<file path="src/rtl/keccak_pkg.sv">
// Shared Keccak-f[1600] definitions: sizes, rc(t) LFSR constants, lane type,
// round-constant FSM states and the small LFSR / RC expansion helpers.
package keccak_pkg;

  localparam int STATE_SIZE    = 1600;
  localparam int Z_WIDTH       = 64;
  localparam int KECCAK_ROUNDS = 24;

  localparam logic [7:0] RC_LFSR_POLY = 8'h71;
  localparam logic [7:0] RC_LFSR_INIT = 8'h01;

  // Lane as seen by the iota step: index 63 is bit 0 of the lane.
  typedef logic [0:63] lane_t;

  typedef enum logic [1:0] {
    RC_IDLE   = 2'd0,
    RC_SKIP   = 2'd1,
    RC_ACTIVE = 2'd2,
    RC_FINISH = 2'd3
  } rc_state_e;

  // One step of the rc(t) LFSR; the output bit is r[0] before stepping.
  function automatic logic [7:0] rc_lfsr_step(input logic [7:0] r);
    logic [7:0] poly;
    if (r[7]) begin
      poly = RC_LFSR_POLY;
    end else begin
      poly = 8'h00;
    end
    return {r[6:0], 1'b0} ^ poly;
  endfunction

  // Scatter the seven round bits onto lane bits 2^j-1; every other bit is zero.
  function automatic lane_t rc_expand(input logic [6:0] b);
    logic [63:0] v;
    v     = 64'h0000_0000_0000_0000;
    v[0]  = b[0];
    v[1]  = b[1];
    v[3]  = b[2];
    v[7]  = b[3];
    v[15] = b[4];
    v[31] = b[5];
    v[63] = b[6];
    return v;
  endfunction

endpackage

</file>
<file path="src/rtl/keccak_rc_lfsr_step7.sv">
// Seven chained rc(t) LFSR steps: one Keccak round worth of constant bits.
module keccak_rc_lfsr_step7
  import keccak_pkg::*;
(
  input  logic [7:0] r,
  output logic [7:0] r_next,
  output logic [6:0] bits
);

  logic [7:0] walk_s;

  // Collect the output bit ahead of each of the seven steps.
  always_comb begin
    walk_s = r;
    bits   = 7'h00;
    for (int j = 0; j < 7; j++) begin
      bits[j] = walk_s[0];
      walk_s  = rc_lfsr_step(walk_s);
    end
    r_next = walk_s;
  end

endmodule

</file>
<file path="src/rtl/keccak_rc_gen.sv">
// Sequential iota round-constant source. lfsr_r always holds the LFSR state
// for the round after round_r, so a single seven-step block serves both the
// fast-forward (SKIP) and the normal ADVANCE path.
module keccak_rc_gen
  import keccak_pkg::*;
#(
  parameter int Z_WIDTH    = 64,
  parameter int NUM_ROUNDS = 24
) (
  input  logic               CLK,
  input  logic               RST_N,
  input  logic               START,
  input  logic               ADVANCE,
  output logic [0:Z_WIDTH-1] RC_CONSTANT,
  output logic [4:0]         ROUND_IDX,
  output logic               RC_VALID,
  output logic               LAST_ROUND,
  output logic               DONE
);

  localparam logic [4:0] SKIP_ROUNDS = 5'(KECCAK_ROUNDS - NUM_ROUNDS);
  localparam logic [4:0] LAST_IDX    = 5'(KECCAK_ROUNDS - 1);

  rc_state_e  state_r, state_s;
  logic [7:0] lfsr_r, lfsr_s;
  logic [4:0] round_r, round_s, round_inc_s;
  lane_t      rc_r, rc_s, step_lane_s;
  logic       valid_r, valid_s;
  logic       last_r, last_s;
  logic       done_r, done_s;
  logic [7:0] step_in_s, step_next_s;
  logic [6:0] step_bits_s;

  // A new permutation always restarts the LFSR from its seed.
  always_comb begin
    if (START) begin
      step_in_s = RC_LFSR_INIT;
    end else begin
      step_in_s = lfsr_r;
    end
  end

  keccak_rc_lfsr_step7 u_step7 (
    .r      (step_in_s),
    .r_next (step_next_s),
    .bits   (step_bits_s)
  );

  assign step_lane_s = rc_expand(step_bits_s);
  assign round_inc_s = round_r + 5'd1;

  // Next-state logic: START has priority over everything except reset.
  always_comb begin
    state_s = state_r;
    lfsr_s  = lfsr_r;
    round_s = round_r;
    rc_s    = rc_r;
    valid_s = valid_r;
    done_s  = 1'b0;
    if (START) begin
      lfsr_s  = step_next_s;
      round_s = 5'd0;
      if (SKIP_ROUNDS == 5'd0) begin
        state_s = RC_ACTIVE;
        rc_s    = step_lane_s;
        valid_s = 1'b1;
      end else begin
        state_s = RC_SKIP;
        valid_s = 1'b0;
      end
    end else begin
      case (state_r)
        RC_IDLE: begin
          valid_s = 1'b0;
        end
        RC_SKIP: begin
          lfsr_s  = step_next_s;
          round_s = round_inc_s;
          if (round_inc_s == SKIP_ROUNDS) begin
            state_s = RC_ACTIVE;
            rc_s    = step_lane_s;
            valid_s = 1'b1;
          end else begin
            valid_s = 1'b0;
          end
        end
        RC_ACTIVE: begin
          if (ADVANCE) begin
            if (round_r == LAST_IDX) begin
              state_s = RC_FINISH;
              valid_s = 1'b0;
              done_s  = 1'b1;
            end else begin
              lfsr_s  = step_next_s;
              round_s = round_inc_s;
              rc_s    = step_lane_s;
              valid_s = 1'b1;
            end
          end else begin
            valid_s = 1'b1;
          end
        end
        RC_FINISH: begin
          state_s = RC_IDLE;
          valid_s = 1'b0;
        end
        default: begin
          state_s = RC_IDLE;
          valid_s = 1'b0;
        end
      endcase
    end
    if (valid_s && (round_s == LAST_IDX)) begin
      last_s = 1'b1;
    end else begin
      last_s = 1'b0;
    end
  end

  // State and output registers with synchronous active-low reset.
  always_ff @(posedge CLK) begin
    if (!RST_N) begin
      state_r <= RC_IDLE;
      lfsr_r  <= RC_LFSR_INIT;
      round_r <= 5'd0;
      rc_r    <= 64'h0000_0000_0000_0000;
      valid_r <= 1'b0;
      last_r  <= 1'b0;
      done_r  <= 1'b0;
    end else begin
      state_r <= state_s;
      lfsr_r  <= lfsr_s;
      round_r <= round_s;
      rc_r    <= rc_s;
      valid_r <= valid_s;
      last_r  <= last_s;
      done_r  <= done_s;
    end
  end

  assign RC_CONSTANT = rc_r;
  assign ROUND_IDX   = round_r;
  assign RC_VALID    = valid_r;
  assign LAST_ROUND  = last_r;
  assign DONE        = done_r;

endmodule
</file>
<file path="config.mk">
export PLATFORM = sky130hd
export DESIGN_NAME = keccak_rc_gen
export DESIGN_NICKNAME = d
export VERILOG_FILES = /design/src/rtl/keccak_pkg.sv /design/src/rtl/keccak_rc_lfsr_step7.sv /design/src/rtl/keccak_rc_gen.sv
export SDC_FILE = /design/constraint.sdc
export NUM_CORES = 1
export LEC_CHECK = 0
export ABC_AREA = 0
export BUFFER_PORTS_ARGS = -buffer_cell sky130_fd_sc_hd__clkbuf_2
export CAP_MARGIN = 20
export CORE_AREA = 5 5 70 72
export DETAILED_ROUTE_END_ITERATION = 10
export DIE_AREA = 0 0 75 77
export GPL_TIMING_DRIVEN = 0
export PLACE_DENSITY_LB_ADDON = 0.2
export SLEW_MARGIN = 20
export SYNTH_ARGS = -nofsm -noshare
export SYNTH_HDL_FRONTEND = slang
export SYNTH_HIERARCHICAL = 1
export SYNTH_SLANG_ARGS = --single-unit
</file>
<file path="constraint.sdc">
create_clock -name CLK -period 2 [get_ports CLK]
set_input_delay 0 -clock CLK [delete_from_list [all_inputs] [get_ports CLK]]
set_output_delay 0 -clock CLK [all_outputs]
set_load 0.01 [all_outputs]
</file>
==> impl_metrics.py, run 1 <==
metrics = {
    "outcome": {
        "outcome": "completed",
    },
    "yosys": {
        "ys_top_cells_by_area": "dfxtp_1 25%, buf_4 24%, xnor2_1 5.4%",
        "syn_area_sq_um": 1960,
        "ys.warnings.count": 6,
        "syn_area_per_cell_sq_um": 8.22,
        "synth_edf_count": 0,
        "yosysTopAreaCell": "dfxtp_1",
        "ys_seq_area_frac": 0.255,
        "async_reset_ff_frac": 0,
        "ys_seq_elements": 25,
        "synth_cells": 239,
        "synth.distinct_cells": 43,
        "yosys_most_used_dff": "dfxtp_1",
        "netlist.area_leader.share": 0.255,
    },
    "clock_network": {
        "htree_num_levels": 1,
        "numCtsBuffers": 3,
        "clk_path_buf_depth": 2,
        "cts.clk_slew.worst_paths_ns": 0.10,
        "cts_tree": "built",
        "cts.root.buffer_cell": "clkbuf_8",
        "clock-sinks": 25,
        "clk_latency_ns": 0.28,
    },
    "timing": {
        "relSlewSlack": 0.640,
        "final_max_slew_viol_count": 0,
        "period_needed_ns": 1.89,
        "worstMarginPinSlew_ns": 0.536,
        "finalHoldViolCount": 0,
        "fmax_ghz": 0.529,
        "setup_ws_ns": 0.111,
        "setup_violations": 0,
        "rsz0062_at_grt": "true",
        "finClkSkew_ns": 0.0141,
        "timing.final.crit_share": 0.945,
    },
    "routing": {
        "dr.pass1.iters": 4,
        "route.detailed.drc": 0,
        "dr.first_iter.drc_count": 64,
        "wl_mm": 3.92,
        "routedWlPerCell_um": 10.5,
        "avgViaCountPerCell": 4.24,
        "vias": 1579,
        "ant_nets": 0,
    },
    "floorplan": {
        "die_h_um": 77,
        "die_area_sq_um": 5780,
        "initial_core_util": 0.464,
        "die_x_um": 75,
        "core_area_sq_um": 4230,
        "ios": 76,
        "rows": 24,
    },
    "final_layout": {
        "layout_common_cells": "66 x buf_4, 57 x conb_1, 21 x dfxtp_1, 21 x nand2_1, 20 x a21oi_1",
        "final_common_cell": "buf_4",
        "syn_to_final_growth_pct": 24.8,
        "final_nets": 333,
        "final_util": 0.579,
        "drive_gt1_frac": 0.341,
        "final_area_sq_um": 2450,
        "insertedDiodeCount": 0,
    },
    "hold_path": {
        "min_path_type": "input pin to register",
    },
    "power_and_ir_drop": {
        "cellLeakagePower_nw": 1.21,
        "design_power_total_mw": 1.23,
        "ir_drop_uv": 514,
        "p_per_area_nw_per_um2": 503,
    },
    "worst_setup_path": {
        "cp_data_arrival_time_ns": 2.04,
        "worstSetupPathType": "register to register",
        "cp-start-kind": "register",
        "crit_fanout": 10,
        "critPathCaptureType": "register",
        "required_ns": 2.15,
    },
    "global_route": {
        "antenna_found_initial": 0,
        "grt_remaining_overflow": 0,
        "grt_max_degree": 16,
        "grt_pass1_wl_mm": 6.30,
        "grtUsageTotal": 0.136,
        "grt_pass1_vias": 1365,
    },
    "placement": {
        "pre_cts_slack_ns": -0.125,
        "dp_hpwl_mm": 3.04,
        "portBuffers": 17,
        "placed_area_sq_um": 2320,
        "place.gp.congestion": 0.832,
    },
    "flow_run": {
        "drv_cap": 0,
    },
}
cells in the mapped netlist, types with 2 or more instances:
library cell and n:
buf_4 63, dfxtp_1 25, nand2_1 21, a21oi_1 20, xnor2_1 12, nand3_1 9
nor2b_1 9, ha_1 8, nor2_1 8, o21ai_0 6, nor3_1 5, o21ai_1 5
buf_2 4, nand2b_1 4, clkbuf_1 3, inv_1 3, a211oi_1 2, and4_1 2
and4bb_1 2, mux2i_1 2, nor3_2 2, nor4_1 2, xor2_1 2
metal layers:
layer | GRT usage | share of wire | vias to the layer above
li1 | - | - | 841
met1 | 0.172 | 0.42 | 693
met2 | 0.232 | 0.52 | 40
met3 | 0.0314 | 0.060 | 5
met4 | 0.0267 | 0.0071 | 0
met5 | 0 | 0 | -
critical path, cell delays in order, from the launching register on:
cell and delay, ns:
dfxtp_4 0.39, ha_4 0.17, and4b_2 0.26, nor2_1 0.08, or3_1 0.34, buf_2 0.16
buf_2 0.18, nand3_1 0.10, a21oi_1 0.06
power by group:
part / total (mW) / switching [mW] / internal [mW]
clock: 0.316 / 0.174 / 0.142
sequential: 0.539 / 0.0155 / 0.524
combinational: 0.377 / 0.192 / 0.185
total: 1.23 / 0.382 / 0.851
path summary, 6_finish.rpt:
path / slack [ns] / endpoint / cells past startpoint / from
hold / removal: 0.02 / DONE / 3 / ADVANCE
hold reg to reg: 0.45 / lfsr_r[2] / 2 / lfsr_r[2]
setup / recovery: 0.11 / RC_CONSTANT[0] / 8 / ROUND_IDX[0]
setup reg to reg: 0.11 / RC_CONSTANT[0] / 8 / ROUND_IDX[0]
layout make-up:
type / count / area [sq um]
fillers: 411 / 1780
multi-input cells: 196 / 1190
flip-flops and latches: 25 / 510
plain buffers: 70 / 504
repair buffers: 21 / 118
well taps: 52 / 65.1
clock buffers: 3 / 41.3
inverters: 4 / 15.0
clock inverters: 1 / 7.51
state kept, by name, indices dropped and copies added, names as in the netlist:
register,flops
LAST_ROUND,1
lfsr_r,8
ROUND_IDX,5
RC_VALID,1
DONE,1
RC_CONSTANT,7
state_r,2
logic make-up (layout without fill, tap and decap cells):
group / after synthesis / count (layout) / synth area share
adder cells (fa/ha/maj): 8 / 8 / 0.0510
flip-flops: 25 / 25 / 0.255
buffers and inverters: 74 / 99 / 0.264
multiplexers: 3 / 3 / 0.0159
AO/OA/AOI/OAI: 39 / 39 / 0.112
AND/OR/NAND/NOR: 72 / 72 / 0.204
other: 1 / 57 / 0.00191
XOR/XNOR: 17 / 17 / 0.0955
repair_timing:
| item | 4_1_cts | 5_1_grt |
|---|---|---|
| gates resized for setup | 7 | 7 |
| pin swaps | 1 | 0 |
| hold buffers | 1 | 0 |
| setup buffers | 0 | 3 |
| setup endpoints to repair | 12 | 12 |
| endpoints found under the hold margin | 1 | 0 |
through the flow:
| stage | TNS (ns) | hold slack [ns] | instances |
|---|---|---|---|
| floorplan | 0 | 0.0718 | 295 |
| global placement | -0.912 | 0.207 | 364 |
| detailed placement | -0.824 | 0.223 | 364 |
| CTS | 0 | 0.0127 | 369 |
| global route | -0.0166 | 0.0764 | 372 |
| finish | 0 | 0.0229 | 372 |
Power figures use the tool's default switching activity.
==> run 2, diff against run 1 <==
--- a/config.mk
+++ b/config.mk
@@ -8,11 +8,12 @@
 export ABC_AREA = 0
 export BUFFER_PORTS_ARGS = -buffer_cell sky130_fd_sc_hd__clkbuf_2
 export CAP_MARGIN = 20
-export CORE_AREA = 5 5 70 72
+export CORE_AREA = 5 5 88 58
 export DETAILED_ROUTE_END_ITERATION = 10
-export DIE_AREA = 0 0 75 77
+export DIE_AREA = 0 0 93 63
 export GPL_TIMING_DRIVEN = 0
 export PLACE_DENSITY_LB_ADDON = 0.2
+export SKIP_LAST_GASP = 1
 export SLEW_MARGIN = 20
 export SYNTH_ARGS = -nofsm -noshare
 export SYNTH_HDL_FRONTEND = slang
==> constraint.sdc (replaced) <==
create_clock -name CLK -period 1.9 [get_ports CLK]
set_input_delay 0 -clock CLK [delete_from_list [all_inputs] [get_ports CLK]]
set_output_delay 0 -clock CLK [all_outputs]
set_load 0.01 [all_outputs]
==> impl_metrics.py, run 2 (synthesis gave the netlist of run 1 again) <==
metrics = {
    "routing": {
        "routedWlPerCell_um": 11.4,
        "wl_mm": 4.28,
        "dr.pass1.iters": 4,
        "vias": 1640,
        "avgViaCountPerCell": 4.36,
        "route.detailed.drc": 0,
        "ant_nets": 0,
        "dr.first_iter.drc_count": 125,
    },
    "floorplan": {
        "core_area_sq_um": 4280,
        "initial_core_util": 0.459,
        "die_x_um": 93,
        "rows": 19,
        "die_area_sq_um": 5860,
        "ios": 76,
        "die_h_um": 63,
    },
    "clock_network": {
        "cts.clk_slew.worst_paths_ns": 0.09,
        "htree_num_levels": 1,
        "clk_latency_ns": 0.27,
        "cts.root.buffer_cell": "clkbuf_8",
        "cts_tree": "built",
        "clk_path_buf_depth": 2,
        "clock-sinks": 25,
        "numCtsBuffers": 3,
    },
    "power_and_ir_drop": {
        "switching_share": 0.312,
        "intPower_mw": 0.925,
        "switchingPower_mw": 0.420,
        "p_per_area_nw_per_um2": 520,
        "pwr-share-clk": 0.243,
        "combinationalPowerShare": 0.334,
        "design_power_total_mw": 1.34,
        "p_seq_frac": 0.422,
        "ir_drop_uv": 230,
        "cellLeakagePower_nw": 1.25,
    },
    "global_route": {
        "antenna_found_initial": 0,
        "grt_max_degree": 16,
        "grt_remaining_overflow": 0,
        "grtUsageTotal": 0.145,
        "grt_pass1_wl_mm": 6.79,
        "grt_pass1_vias": 1400,
    },
    "placement": {
        "dp_hpwl_mm": 3.30,
        "pre_cts_slack_ns": -0.180,
        "place.gp.congestion": 0.836,
        "place_inst": 364,
        "placed_area_sq_um": 2330,
        "portBuffers": 17,
    },
    "worst_setup_path": {
        "cp_slowest_cell": "dfxtp_4",
        "cp_data_arrival_time_ns": 2.03,
        "crit_path_frequent_cell": "a211oi_2",
        "cp_cell_sequence": "ha_4 > and4b_2 > a21oi_2 > a211oi_2 > mux2_4 > a211oi_2",
        "cp-start-kind": "register",
        "critPathCaptureType": "register",
        "crit_fanout": 7,
        "slowest_delay_ns": 0.41,
        "r2r_start": "ROUND_IDX[0]",
        "required_ns": 2.08,
        "crit_start": "ROUND_IDX[0]",
        "worstSetupPathType": "register to register",
    },
    "final_layout": {
        "final_cells": 376,
        "syn_to_final_growth_pct": 31.5,
        "final_area_sq_um": 2580,
        "drive_gt1_frac": 0.398,
        "fillCellCount": 368,
        "largest_reg_flops": 8,
        "final_util": 0.604,
        "insertedDiodeCount": 0,
        "top_register": "lfsr_r",
        "final_common_cell": "buf_4",
        "layout_common_cells": "71 x buf_4, 57 x conb_1, 20 x nand2_1, 19 x a21oi_1",
        "final_nets": 337,
    },
    "hold_path": {
        "min_path_type": "input pin to register",
        "min_from": "ADVANCE",
    },
    "timing": {
        "final_max_slew_viol_count": 0,
        "tns_ns": 0,
        "period_needed_ns": 1.85,
        "finalHoldViolCount": 0,
        "setup_violations": 0,
        "finClkSkew_ns": 0.00777,
        "rsz0062_at_grt": "true",
        "fmax_ghz": 0.540,
        "relSlewSlack": 0.650,
        "whs_ns": 0.0982,
        "timing.final.crit_share": 0.974,
        "worstMarginPinSlew_ns": 0.522,
        "setup_ws_ns": 0.0498,
    },
    "flow_run": {
        "drv_cap": 0,
    },
    "outcome": {
        "outcome": "completed",
    },
}
==> run 2: final cells by class <==
type	instances	area [sq um]	area share
inverter	4	18.8	0.00726
clock buffer	3	41.3	0.0160
multi-input combinational	196	1260	0.488
buffer	70	523	0.202
tap	52	65.1	0.0252
timing repair buffer	25	148	0.0571
sequential	25	519	0.201
clock inverter	1	7.51	0.00291
==> run 2: final timing paths <==
path / end / slack (ns) / cells after the start
worst max-delay path: state_r[1] / 0.05 / 6
worst min-delay path: DONE / 0.1 / 3
worst max register to register: state_r[1] / 0.05 / 6
worst min register to register: lfsr_r[4] / 0.45 / 2
==> run 2: power groups by stage <==
| stage | combinational [mW] | clock (mW) | sequential, mW |
|---|---|---|---|
| finish | 0.449 | 0.327 | 0.568 |
| global route | 0.492 | 0.367 | 0.573 |
| CTS | 0.398 | 0.346 | 0.568 |
| detailed placement | 0.388 | 0 | 0.582 |
| global placement | 0.386 | 0 | 0.581 |
| floorplan | 0.328 | 0 | 0.584 |
==> run 2: worst max-delay path: cells and delay by family (launching register included) <==
| family | cells | cell delay [ns] |
|---|---|---|
| multiplexers | 1 | 0.34 |
| AND/OR/NAND/NOR | 1 | 0.29 |
| flip-flops | 1 | 0.41 |
| adder cells (fa/ha/maj) | 1 | 0.19 |
| AO/OA/AOI/OAI | 3 | 0.54 |
==> run 2: per-layer routing <==
metal,global-route usage,up-vias,wire length (um)
met5,0,-,0
met4,0.0384,0,41
met3,0.0385,4,284
met2,0.208,49,1880
met1,0.212,732,2070
li1,-,855,-
==> run 2: what timing repair did <==
| item | 4_1_cts | 5_1_grt |
|---|---|---|
| endpoints found under the setup margin | 13 | 15 |
| buffers inserted | 1 | 6 |
| hold buffers | 1 | 0 |
| pin swaps | 2 | 9 |
| gates cloned | 0 | 0 |
| hold endpoints to repair | 1 | 0 |
| resized for setup | 11 | 31 |
